--- src/rtl/side_buffer_fifo_pkg.sv ---
`default_nettype none
// ============================================================================
//  Module   : side_buffer_fifo_pkg
//  Brief    : Shared flit geometry and redirect state encodings for the
//             MinBD side buffer.
//  Revision : 1.0  initial release
// ============================================================================
package side_buffer_fifo_pkg;

    localparam int FLIT_W       = 11;
    localparam int NPORTS       = 5;
    localparam int SEL_W        = 3;
    localparam int DEPTH        = 4;
    localparam int REDIR_THRESH = 8;

    // Flit layout: MSB is the valid bit, the rest is opaque payload.
    localparam int VALID_BIT    = FLIT_W - 1;
    localparam int PAYLOAD_LSB  = 0;
    localparam int PAYLOAD_W    = FLIT_W - 1;

    typedef enum logic [1:0] {
        ST_IDLE   = 2'd0,
        ST_STARVE = 2'd1,
        ST_REDIR  = 2'd2
    } redir_state_t;

endpackage
`default_nettype wire

--- src/rtl/side_buffer_fifo_if.sv ---
`default_nettype none
// ============================================================================
//  Module   : side_buffer_fifo_if
//  Brief    : Router-to-side-buffer bundle: capture request, head flit,
//             re-injection handshake and status.
//  Revision : 1.0  initial release
// ============================================================================
interface side_buffer_fifo_if #(
    parameter int FLIT_W = 11,
    parameter int NPORTS = 5,
    parameter int SEL_W  = 3,
    parameter int DEPTH  = 4
);
    logic [NPORTS*FLIT_W-1:0]  in_flits;
    logic [SEL_W-1:0]          sel;
    logic                      buf_en;
    logic                      push_ready;
    logic [FLIT_W-1:0]         sb_flit;
    logic                      sb_valid;
    logic                      pop;
    logic [$clog2(DEPTH):0]    count;
    logic                      redirect;

    modport master (
        output in_flits, sel, buf_en, pop,
        input  push_ready, sb_flit, sb_valid, count, redirect
    );

    modport slave (
        input  in_flits, sel, buf_en, pop,
        output push_ready, sb_flit, sb_valid, count, redirect
    );

endinterface
`default_nettype wire

--- src/rtl/side_buffer_fifo_mem.sv ---
`default_nettype none
// ============================================================================
//  Module   : sb_fifo_mem
//  Brief    : DEPTH x FLIT_W register array, one synchronous write port and
//             one asynchronous read port. Contents are never reset.
//  Revision : 1.0  initial release
// ============================================================================
module sb_fifo_mem #(
    parameter int FLIT_W = 11,
    parameter int DEPTH  = 4
) (
    input  wire logic                     clk,
    input  wire logic                     we,
    input  wire logic [$clog2(DEPTH)-1:0] waddr,
    input  wire logic [FLIT_W-1:0]        wdata,
    input  wire logic [$clog2(DEPTH)-1:0] raddr,
    output logic      [FLIT_W-1:0]        rdata
);

    logic [FLIT_W-1:0] r_mem [DEPTH];

    always_ff @(posedge clk) begin
        if (we) begin
            r_mem[waddr] <= wdata;
        end
    end

    assign rdata = r_mem[raddr];

endmodule
`default_nettype wire

--- src/rtl/side_buffer_fifo.sv ---
`default_nettype none
// ============================================================================
//  Module   : side_buffer_fifo
//  Brief    : DEPTH-entry FIFO of deflected flits with starvation-driven
//             redirect request for forced re-injection.
//  Revision : 1.0  initial release
// ============================================================================
module side_buffer_fifo #(
    parameter int FLIT_W       = side_buffer_fifo_pkg::FLIT_W,
    parameter int NPORTS       = side_buffer_fifo_pkg::NPORTS,
    parameter int SEL_W        = side_buffer_fifo_pkg::SEL_W,
    parameter int DEPTH        = side_buffer_fifo_pkg::DEPTH,
    parameter int REDIR_THRESH = side_buffer_fifo_pkg::REDIR_THRESH
) (
    input  wire logic          clk,
    input  wire logic          rst,
    side_buffer_fifo_if.slave  sb
);
    import side_buffer_fifo_pkg::*;

    localparam int                 PTR_W       = $clog2(DEPTH);
    localparam int                 CNT_W       = PTR_W + 1;
    localparam int                 NSEL        = 2 ** SEL_W;
    localparam logic [CNT_W-1:0]   FULL_CNT    = CNT_W'(DEPTH);
    localparam logic [SEL_W:0]     NPORTS_C    = (SEL_W + 1)'(NPORTS);
    localparam logic [7:0]         THRESH_LAST = 8'(REDIR_THRESH - 1);

    logic [PTR_W-1:0]   r_wr_ptr;
    logic [PTR_W-1:0]   r_rd_ptr;
    logic [CNT_W-1:0]   r_count;
    redir_state_t       r_state;
    logic [7:0]         r_starve_cnt;
    logic               r_redirect;

    logic [FLIT_W-1:0]  w_port_flit [NSEL];
    logic [FLIT_W-1:0]  w_cand;
    logic [FLIT_W-1:0]  w_head;
    logic               w_sel_ok;
    logic               w_full;
    logic               w_empty;
    logic               w_pop;
    logic               w_push;
    logic               w_push_ready;
    logic               w_starved;

    // Unused select codes map to an all-zero (invalid) flit so they never push.
    generate
        for (genvar p = 0; p < NSEL; p++) begin : g_port
            if (p < NPORTS) begin : g_live
                assign w_port_flit[p] = sb.in_flits[p*FLIT_W +: FLIT_W];
            end else begin : g_unused
                assign w_port_flit[p] = '0;
            end
        end
    endgenerate

    assign w_sel_ok     = ({1'b0, sb.sel} < NPORTS_C);
    assign w_cand       = w_port_flit[sb.sel];
    assign w_full       = (r_count == FULL_CNT);
    assign w_empty      = (r_count == '0);
    assign w_pop        = sb.pop & ~w_empty;
    assign w_push_ready = ~w_full | w_pop;
    assign w_push       = sb.buf_en & w_sel_ok & w_cand[FLIT_W-1] & w_push_ready;
    assign w_starved    = w_full & ~w_pop;

    always_ff @(posedge clk) begin
        if (rst) begin
            r_wr_ptr <= '0;
            r_rd_ptr <= '0;
            r_count  <= '0;
        end else begin
            if (w_push) begin
                r_wr_ptr <= r_wr_ptr + 1'b1;
            end
            if (w_pop) begin
                r_rd_ptr <= r_rd_ptr + 1'b1;
            end
            case ({w_push, w_pop})
                2'b10:   r_count <= r_count + 1'b1;
                2'b01:   r_count <= r_count - 1'b1;
                default: r_count <= r_count;
            endcase
        end
    end

    sb_fifo_mem #(
        .FLIT_W (FLIT_W),
        .DEPTH  (DEPTH)
    ) u_mem (
        .clk   (clk),
        .we    (w_push),
        .waddr (r_wr_ptr),
        .wdata (w_cand),
        .raddr (r_rd_ptr),
        .rdata (w_head)
    );

    // Starvation watchdog: counts full cycles in which nothing drained.
    always_ff @(posedge clk) begin
        if (rst) begin
            r_state      <= ST_IDLE;
            r_starve_cnt <= '0;
            r_redirect   <= 1'b0;
        end else begin
            case (r_state)
                ST_IDLE: begin
                    if (w_starved) begin
                        if (THRESH_LAST == 8'd0) begin
                            r_state    <= ST_REDIR;
                            r_redirect <= 1'b1;
                        end else begin
                            r_state <= ST_STARVE;
                        end
                        r_starve_cnt <= 8'd1;
                    end
                end
                ST_STARVE: begin
                    if (w_starved) begin
                        if (r_starve_cnt == THRESH_LAST) begin
                            r_state    <= ST_REDIR;
                            r_redirect <= 1'b1;
                        end
                        r_starve_cnt <= r_starve_cnt + 8'd1;
                    end else begin
                        r_state      <= ST_IDLE;
                        r_starve_cnt <= '0;
                    end
                end
                ST_REDIR: begin
                    if (w_pop) begin
                        r_state      <= ST_IDLE;
                        r_starve_cnt <= '0;
                        r_redirect   <= 1'b0;
                    end
                end
                default: begin
                    r_state      <= ST_IDLE;
                    r_starve_cnt <= '0;
                    r_redirect   <= 1'b0;
                end
            endcase
        end
    end

    assign sb.push_ready = w_push_ready;
    assign sb.sb_valid   = ~w_empty;
    assign sb.sb_flit    = w_empty ? '0 : w_head;
    assign sb.count      = r_count;
    assign sb.redirect   = r_redirect;

endmodule
`default_nettype wire

--- src/flat_wrapper.sv ---
// flat-port wrapper written by rule: the top's interface ports become plain ports
module side_buffer_fifo_flat import side_buffer_fifo_pkg::*;
#(
    parameter int FLIT_W       = side_buffer_fifo_pkg::FLIT_W,
    parameter int NPORTS       = side_buffer_fifo_pkg::NPORTS,
    parameter int SEL_W        = side_buffer_fifo_pkg::SEL_W,
    parameter int DEPTH        = side_buffer_fifo_pkg::DEPTH,
    parameter int REDIR_THRESH = side_buffer_fifo_pkg::REDIR_THRESH
)
  (clk, rst, sb_in_flits, sb_sel, sb_buf_en, sb_pop, sb_push_ready, sb_sb_flit, sb_sb_valid, sb_count, sb_redirect);
  side_buffer_fifo_if #(.FLIT_W(FLIT_W), .NPORTS(NPORTS), .SEL_W(SEL_W), .DEPTH(DEPTH)) sb_i ();
  input  wire logic clk;
  input  wire logic rst;
  input wire logic [$bits(sb_i.in_flits)-1:0] sb_in_flits;
  input wire logic [$bits(sb_i.sel)-1:0] sb_sel;
  input wire logic [$bits(sb_i.buf_en)-1:0] sb_buf_en;
  input wire logic [$bits(sb_i.pop)-1:0] sb_pop;
  output wire logic [$bits(sb_i.push_ready)-1:0] sb_push_ready;
  output wire logic [$bits(sb_i.sb_flit)-1:0] sb_sb_flit;
  output wire logic [$bits(sb_i.sb_valid)-1:0] sb_sb_valid;
  output wire logic [$bits(sb_i.count)-1:0] sb_count;
  output wire logic [$bits(sb_i.redirect)-1:0] sb_redirect;
  assign sb_i.in_flits = sb_in_flits;
  assign sb_i.sel = sb_sel;
  assign sb_i.buf_en = sb_buf_en;
  assign sb_i.pop = sb_pop;
  assign sb_push_ready = sb_i.push_ready;
  assign sb_sb_flit = sb_i.sb_flit;
  assign sb_sb_valid = sb_i.sb_valid;
  assign sb_count = sb_i.count;
  assign sb_redirect = sb_i.redirect;
  side_buffer_fifo #(.FLIT_W(FLIT_W), .NPORTS(NPORTS), .SEL_W(SEL_W), .DEPTH(DEPTH), .REDIR_THRESH(REDIR_THRESH)) u_core (.clk(clk), .rst(rst), .sb(sb_i));
endmodule
--- config.mk ---
export PLATFORM = sky130hd
export DESIGN_NAME = side_buffer_fifo_flat
export DESIGN_NICKNAME = d
export VERILOG_FILES = /design/src/rtl/side_buffer_fifo_pkg.sv /design/src/rtl/side_buffer_fifo_if.sv /design/src/rtl/side_buffer_fifo_mem.sv /design/src/rtl/side_buffer_fifo.sv /design/src/flat_wrapper.sv
export SDC_FILE = /design/constraint.sdc
export NUM_CORES = 1
export LEC_CHECK = 0
export ABC_AREA = 1
export BUFFER_PORTS_ARGS = -buffer_cell sky130_fd_sc_hd__clkbuf_2
export CAP_MARGIN = 20
export CELL_PAD_IN_SITES_DETAIL_PLACEMENT = 1
export CELL_PAD_IN_SITES_GLOBAL_PLACEMENT = 1
export CORE_MARGIN = 2
export CORE_UTILIZATION = 30
export DETAILED_ROUTE_END_ITERATION = 10
export GPL_TIMING_DRIVEN = 0
export PLACE_DENSITY_LB_ADDON = 0.1
export SLEW_MARGIN = 20
export SYNTH_ARGS = -nofsm -noshare
export SYNTH_HDL_FRONTEND = slang
export SYNTH_SLANG_ARGS = --single-unit
--- constraint.sdc ---
create_clock -name clk -period 2 [get_ports clk]
set_clock_uncertainty 0.2 [all_clocks]
set_input_delay 0.2 -clock clk [delete_from_list [all_inputs] [get_ports clk]]
set_output_delay 0.2 -clock clk [all_outputs]
set_load 0.005 [all_outputs]
==> After elaboration in Yosys (flattened, before gate mapping) <==
Memory sizes are Yosys's and may differ from the RTL's. A register that Yosys moved wholly into a read port is not among the register bits.
Index checks and enable logic that the tools add are counted.
Widths: inputs -> output; s select.
{ "totals": {"regBits": 18, "mem_bits_rw": 44, "input_bits": 62, "n_memories": 1} }
{ "memory_table": {"columns": ["name", "words", "word_bits", "rd", "rd_ports_with_merged_regs", "wr", "line_no", "rtl"], "rows": [
  ["u_core.u_mem.r_mem", 4, 11, 1, 1, 1, "side_buffer_fifo_mem.sv:20", "logic [FLIT_W-1:0] r_mem [DEPTH];"]
]} }
{ "classes": {"n_addsub": 5, "n_lt_le_gt_ge": 2, "n_eq_ne": 11, "mux": 22, "n_bitwise": 11, "n_reduce_logical": 6} }
{ "op_table": {"columns": ["op", "n"], "rows": [
  ["$bmux 11 s3", 1],
  ["$mux 11", 3],
  ["$mux 8", 3],
  ["$pmux 8 s3", 1],
  ["$mux 2", 6],
  ["$add 8x1->8 const B", 1],
  ["$eq 8x3->1 const B", 1],
  ["$ne 2x1->1 const B", 4],
  ["$pmux 2 s3", 1],
  ["$pmux 3 s2", 1],
  ["$and 1x1->1", 5],
  ["$mux 1", 5],
  ["$add 2x1->2 const B", 2],
  ["$eq 2x1->1 const B", 2],
  ["$eq 2x2->1 const B", 2],
  ["$ge 4x4->1 const B", 1],
  ["$not 1->1", 4],
  ["$not 3->4", 1],
  ["$reduce_and 4->1", 1],
  ["$add 3x1->3 const B", 1],
  ["$eq 3x3->1 const B", 1],
  ["$logic_not 3->1", 1],
  ["$lt 3x3->1 const B", 1],
  ["$ne 3x3->1 const B", 1],
  ["other kinds (7)", 7]
]} }

==> Depth between registers and ports, before layout <==
{ "depth": {"word_depth": 8, "depth_mapped": 13, "depth_no_buf": 13} }

==> Hierarchy <==
Synthesis repeated with hierarchy kept, for this count alone.
{ "hier_totals": {"cells_unflattened": 438, "hier_area_um2": 3459.6} }
{ "by_module_without_submodules": {"columns": ["mod", "n_inst", "cells_per_inst", "area_per_inst_um2", "seq_area_each_um2"], "rows": [
  ["sb_fifo_mem", 1, 180, 1888.1, 1321.3],
  ["side_buffer_fifo", 1, 258, 1571.5, 360.3]
]} }

==> Worst setup path after synthesis <==
No wires, ideal clock.
{ "synth_path": {"kind": "reg2reg", "startpoint": "reg u_core.r_count[2] (netlist: u_core.sb.count[2])", "endpoint": "reg u_core.r_count[2] (netlist: u_core.sb.count[2])", "t_arrival_ns": 1.841, "slack_ns": -0.163, "path_stages_with_launch": 14, "period_less_slack_ns": 2.163, "path_cell_list": "dfxtp_1 > inv_2 > nor2_1 > nand2_2 > nand2_1 > nor2_2 > nand2_1 > ha_1 > inv_1 > fa_1 > a21oi_1 > o21ai_0 > o21ai_0 > a21oi_1"} }
{ "synth_between": {"elab_chain_cells": 7} }
{ "synth_lines": {"columns": ["element", "line_no", "rtl"], "rows": [
  ["from (decl)", "side_buffer_fifo.sv:30", "logic [CNT_W-1:0] r_count;"],
  ["from (signal assigned)", "side_buffer_fifo.sv:79", "2'b10: r_count <= r_count + 1'b1;"],
  ["from (signal assigned)", "side_buffer_fifo.sv:80", "2'b01: r_count <= r_count - 1'b1;"],
  ["from (signal assigned)", "side_buffer_fifo.sv:81", "default: r_count <= r_count;"],
  ["$logic_not 3->1", "side_buffer_fifo.sv:60", "assign w_empty = (r_count == '0);"],
  ["$not 1->1", "side_buffer_fifo.sv:61", "assign w_pop = sb.pop & ~w_empty;"],
  ["$and 1x1->1", "side_buffer_fifo.sv:61", null],
  ["$or 1x1->1 (*)", "side_buffer_fifo.sv:62", "assign w_push_ready = ~w_full | w_pop;"],
  ["net sb_push_ready", "flat_wrapper.sv:18", "output wire logic [$bits(sb_i.push_ready)-1:0] sb_push_ready;"],
  ["$and 1x1->1 (*)", "side_buffer_fifo.sv:63", "assign w_push = sb.buf_en & w_sel_ok & w_cand[FLIT_W-1] & w_push_ready;"],
  ["$eq 2x1->1 or $eq 2x2->1 (tied branches)", "side_buffer_fifo.sv:78", "case ({w_push, w_pop})"],
  ["$pmux 3 s2 or $reduce_bool 2->1 (tied branches)", null, null]
]} }
Mark *: on every way through the listed nets, which the timed path passes. The rest lies on a longest branch.
A chain may end at the register's enable or synchronous reset.

==> Worst setup path in the final report <==
{ "layout_path": {"startpoint": "reg u_core.r_count[2] (netlist: u_core.sb.count[2])", "endpoint": "reg u_core.r_count[2] (netlist: u_core.sb.count[2])"} }
{ "layout_between": {"elab_chain_cells": 7} }
{ "layout_lines": {"columns": ["element", "line_no"], "rows": [
  ["$logic_not 3->1", "side_buffer_fifo.sv:60"],
  ["$not 1->1", "side_buffer_fifo.sv:61"],
  ["$and 1x1->1", "side_buffer_fifo.sv:61"],
  ["$or 1x1->1", "side_buffer_fifo.sv:62"],
  ["$and 1x1->1", "side_buffer_fifo.sv:63"],
  ["$eq 2x1->1 or $eq 2x2->1 (tied branches)", "side_buffer_fifo.sv:78"],
  ["$pmux 3 s2 or $reduce_bool 2->1 (tied branches)", null]
]} }
Several ways; a longest one is shown, not always the timed one.

==> results.md <==
* Share of layout cells above drive strength 1 at 0.296
* Critical Path Start Type: flop
* Max VDD drop at 0.259 mV
* Mapped Nets at 446
* Yosys top cell area share at 0.411
* Hold_sp: sb_in_flits[53]
* Synth unique cells at 23
* I/O pin count at approximately 80
* Hold Slack at around 0.040 ns
* Critical path type: reg -> reg
* Fmax at ~480 MHz
* Full die area at 11600 um2
* Hold Fails Final Rpt at 0
* DRC violations left at 0
* Iter 0 DRT Violations at 104
* Sequential-to-total area share from yosys stat at 0.536
* Pins Over Slew Limit at 0
* Clock-pin slew on the worst setup and hold paths at approximately 0.070 ns
* Final WS setup at -0.0993 ns
* Status: finished, violations left
* Worst hold path class: in -> reg
* Fin crit share at 1.05
* Wire per inst at roughly 14 um
* TritonCTS clock tree: done
* Die span in x at 107 um
* Post-Synthesis Cells at 377
* Worst skew pair latency at between 0.3 and 0.4 ns
* Final Instance Area at 4140 um2
* First-pass GRT wire length at 14.3 mm
* Sink Count at 64
* Total global-route track usage at 0.162
* Final setup violation count at 2
* Power Dens Cells at 779 nW/um2
* Worst Tran Pin Value at 0.646 ns
* Worst Setup SP: u_core.sb.count[2]$_SDFFE_PP0P_
* CTS max path bufs at 2
* Row count at 37
* Tmin final at approximately 2.1 ns
* Antenna violations before repair at 0
* Critical Path Fanout Max at 4
* Post-Route Utilization at 0.399
* Inserted Clock Buffers at 9
* Placer Congestion at 0.792
* Htree depth at 3
* Worst R2R Start: u_core.sb.count[2]$_SDFFE_PP0P_
* DRT Pass-1 Iters at 4
* Setup TNS Final at -0.131 ns
* Largest net degree at the start of global routing at 12
* Worst EP required at 2.03 ns
* Die height at 107 um
* Dpl hpwl at 6.52 mm
* Initial Util at 0.310
* DR vias/cell at 4.77
* Mapped cell area at 3210 um2
* Synth area leader: edfxtp_1
* Failing checks: negative setup slack
* Worst Path Arrival at 2.13 ns
* DP Area at around 3800 um2
* Core Area at 10400 um2
* Number of port buffers at 77
* Hold Buf Count CTS at 0
* Max Cap Violations at 0
* DP Worst Slack at -0.454 ns
* Mean Syn Cell Area at 8.52 um2
* Detailed-route via count at 2918
* RSZ-0062 raised after global routing: yes
* Fillers at 1259
* GR Overflow Total at 0
* Leak at 1.70 nW
* Area grow syn2layout at 28.7%
* Vias in the first global route at 2891
* Drt total wl at 8.82 mm
* Worst Setup End Kind: flop
* Worst slew margin at 0.569
* Ys Warns at 0
* Final net count at 541
* Clock root buffer: clkbuf_8
* Synthesis-stage register bit count at 64
* Area contributors post-synth: edfxtp_1 41%, dfxtp_1 12%, nand2_1 8.8%
* Routed Antenna Nets at 0
* ANT cells at 0
* R2R Setup Slk at -0.1 ns
path summary, 6_finish.rpt:
kind,to,cells after the start
worst max-delay path,u_core.sb.count[2]$_SDFFE_PP0P_,13
worst min-delay path,u_core.u_mem.r_mem[3][9]$_DFFE_PP_,2
worst max register to register,u_core.sb.count[2]$_SDFFE_PP0P_,13
worst min register to register,u_core.sb.redirect$_SDFFE_PP0P_,2
power by group:
| part | switching (W) | internal, W |
|---|---|---|
| combinational | 0.000398 | 0.000273 |
| sequential | 0.0000315 | 0.00146 |
| clock | 0.000494 | 0.000561 |
| total | 0.000924 | 0.00230 |
placed cells by master, fill, tap and decap left out, types with 9 or more instances in the layout:
cell type   n
a22o_1     10
nor2_1     57
clkbuf_8    9
dfxtp_1    15
o21ai_0    23
edfxtp_1   44
a21oi_1    29
inv_1      28
nand2_1    73
a31oi_1    10
clkbuf_2   78
nand3_1    22
cell families after synthesis:
kind of cell    count (synthesis)  share of synthesized area
buf+inv                        48                     0.0588
compound gates                 80                      0.140
fa+ha+maj                       7                     0.0296
flops                          64                      0.536
simple gates                  178                      0.236
registers in the layout, summed over array words and instances, names as in the netlist, named ones only:
| name | count |
|---|---|
| u_core.r_wr_ptr | 2 |
| u_core.sb.count | 3 |
| u_core.u_mem.r_mem | 44 |
| u_core.r_starve_cnt | 8 |
| u_core.r_state | 2 |
| u_core.r_rd_ptr | 2 |
| u_core.sb.redirect | 1 |
synth_stat cells:
master     n
inv_2      2
nand2_1   75
buf_2      7
fa_1       1
a21oi_1   31
o21ai_0   27
nor3_1     2
nand2_2    5
edfxtp_1  44
inv_1     30
clkbuf_1   9
nand3_1   22
nor2_2     2
nor2_1    62
or2_2      1
a22o_1    10
nand2_4    1
a31oi_1   10
nand4_1    7
ha_1       6
o21ai_1    2
dfxtp_1   20
nand3_4    1
critical path: stages, from the launching register on:
cell     delay [ns]
dfxtp_2        0.35
inv_4          0.05
nor2_4         0.08
nand2_2        0.08
nand2_2        0.10
nor2_4         0.05
nand2_4        0.11
ha_4           0.15
inv_4          0.03
fa_2           0.35
a21oi_2        0.16
o21ai_2        0.08
o21ai_1        0.14
a21oi_1        0.06
metal layers:
layer / global-route usage / vias to the layer above / part of all wire
li1: - / 1470 / -
met1: 0.212 / 1382 / 0.47
met2: 0.261 / 55 / 0.47
met3: 0.0448 / 11 / 0.045
met4: 0.0467 / 0 / 0.012
met5: 0 / - / 0
final cells by class:
class	count	area (um2)	share of cell area
sequential	64	1730	0.418
tap	136	170	0.0411
inverter	32	125	0.0303
clock buffer	9	124	0.0300
multi-input combinational	265	1380	0.334
buffer	16	95.1	0.0230
timing repair buffer	84	450	0.109
clock inverter	6	61.3	0.0148
through the flow:
stage | power [W] | std cells
CTS | 0.00325 | 608
finish | 0.00322 | 612
floorplan | 0.00188 | 377
global route | 0.00341 | 612
detailed placement | 0.00215 | 590
global placement | 0.00214 | 590
timing repair:
item,CTS,global route
endpoints found under the setup margin,57,56
hold endpoints to repair,0,0
gates resized for setup,18,18
pin swaps,4,7
setup buffers,3,4
gates cloned,0,0
No activity file was read; power rests on OpenSTA's default activity.
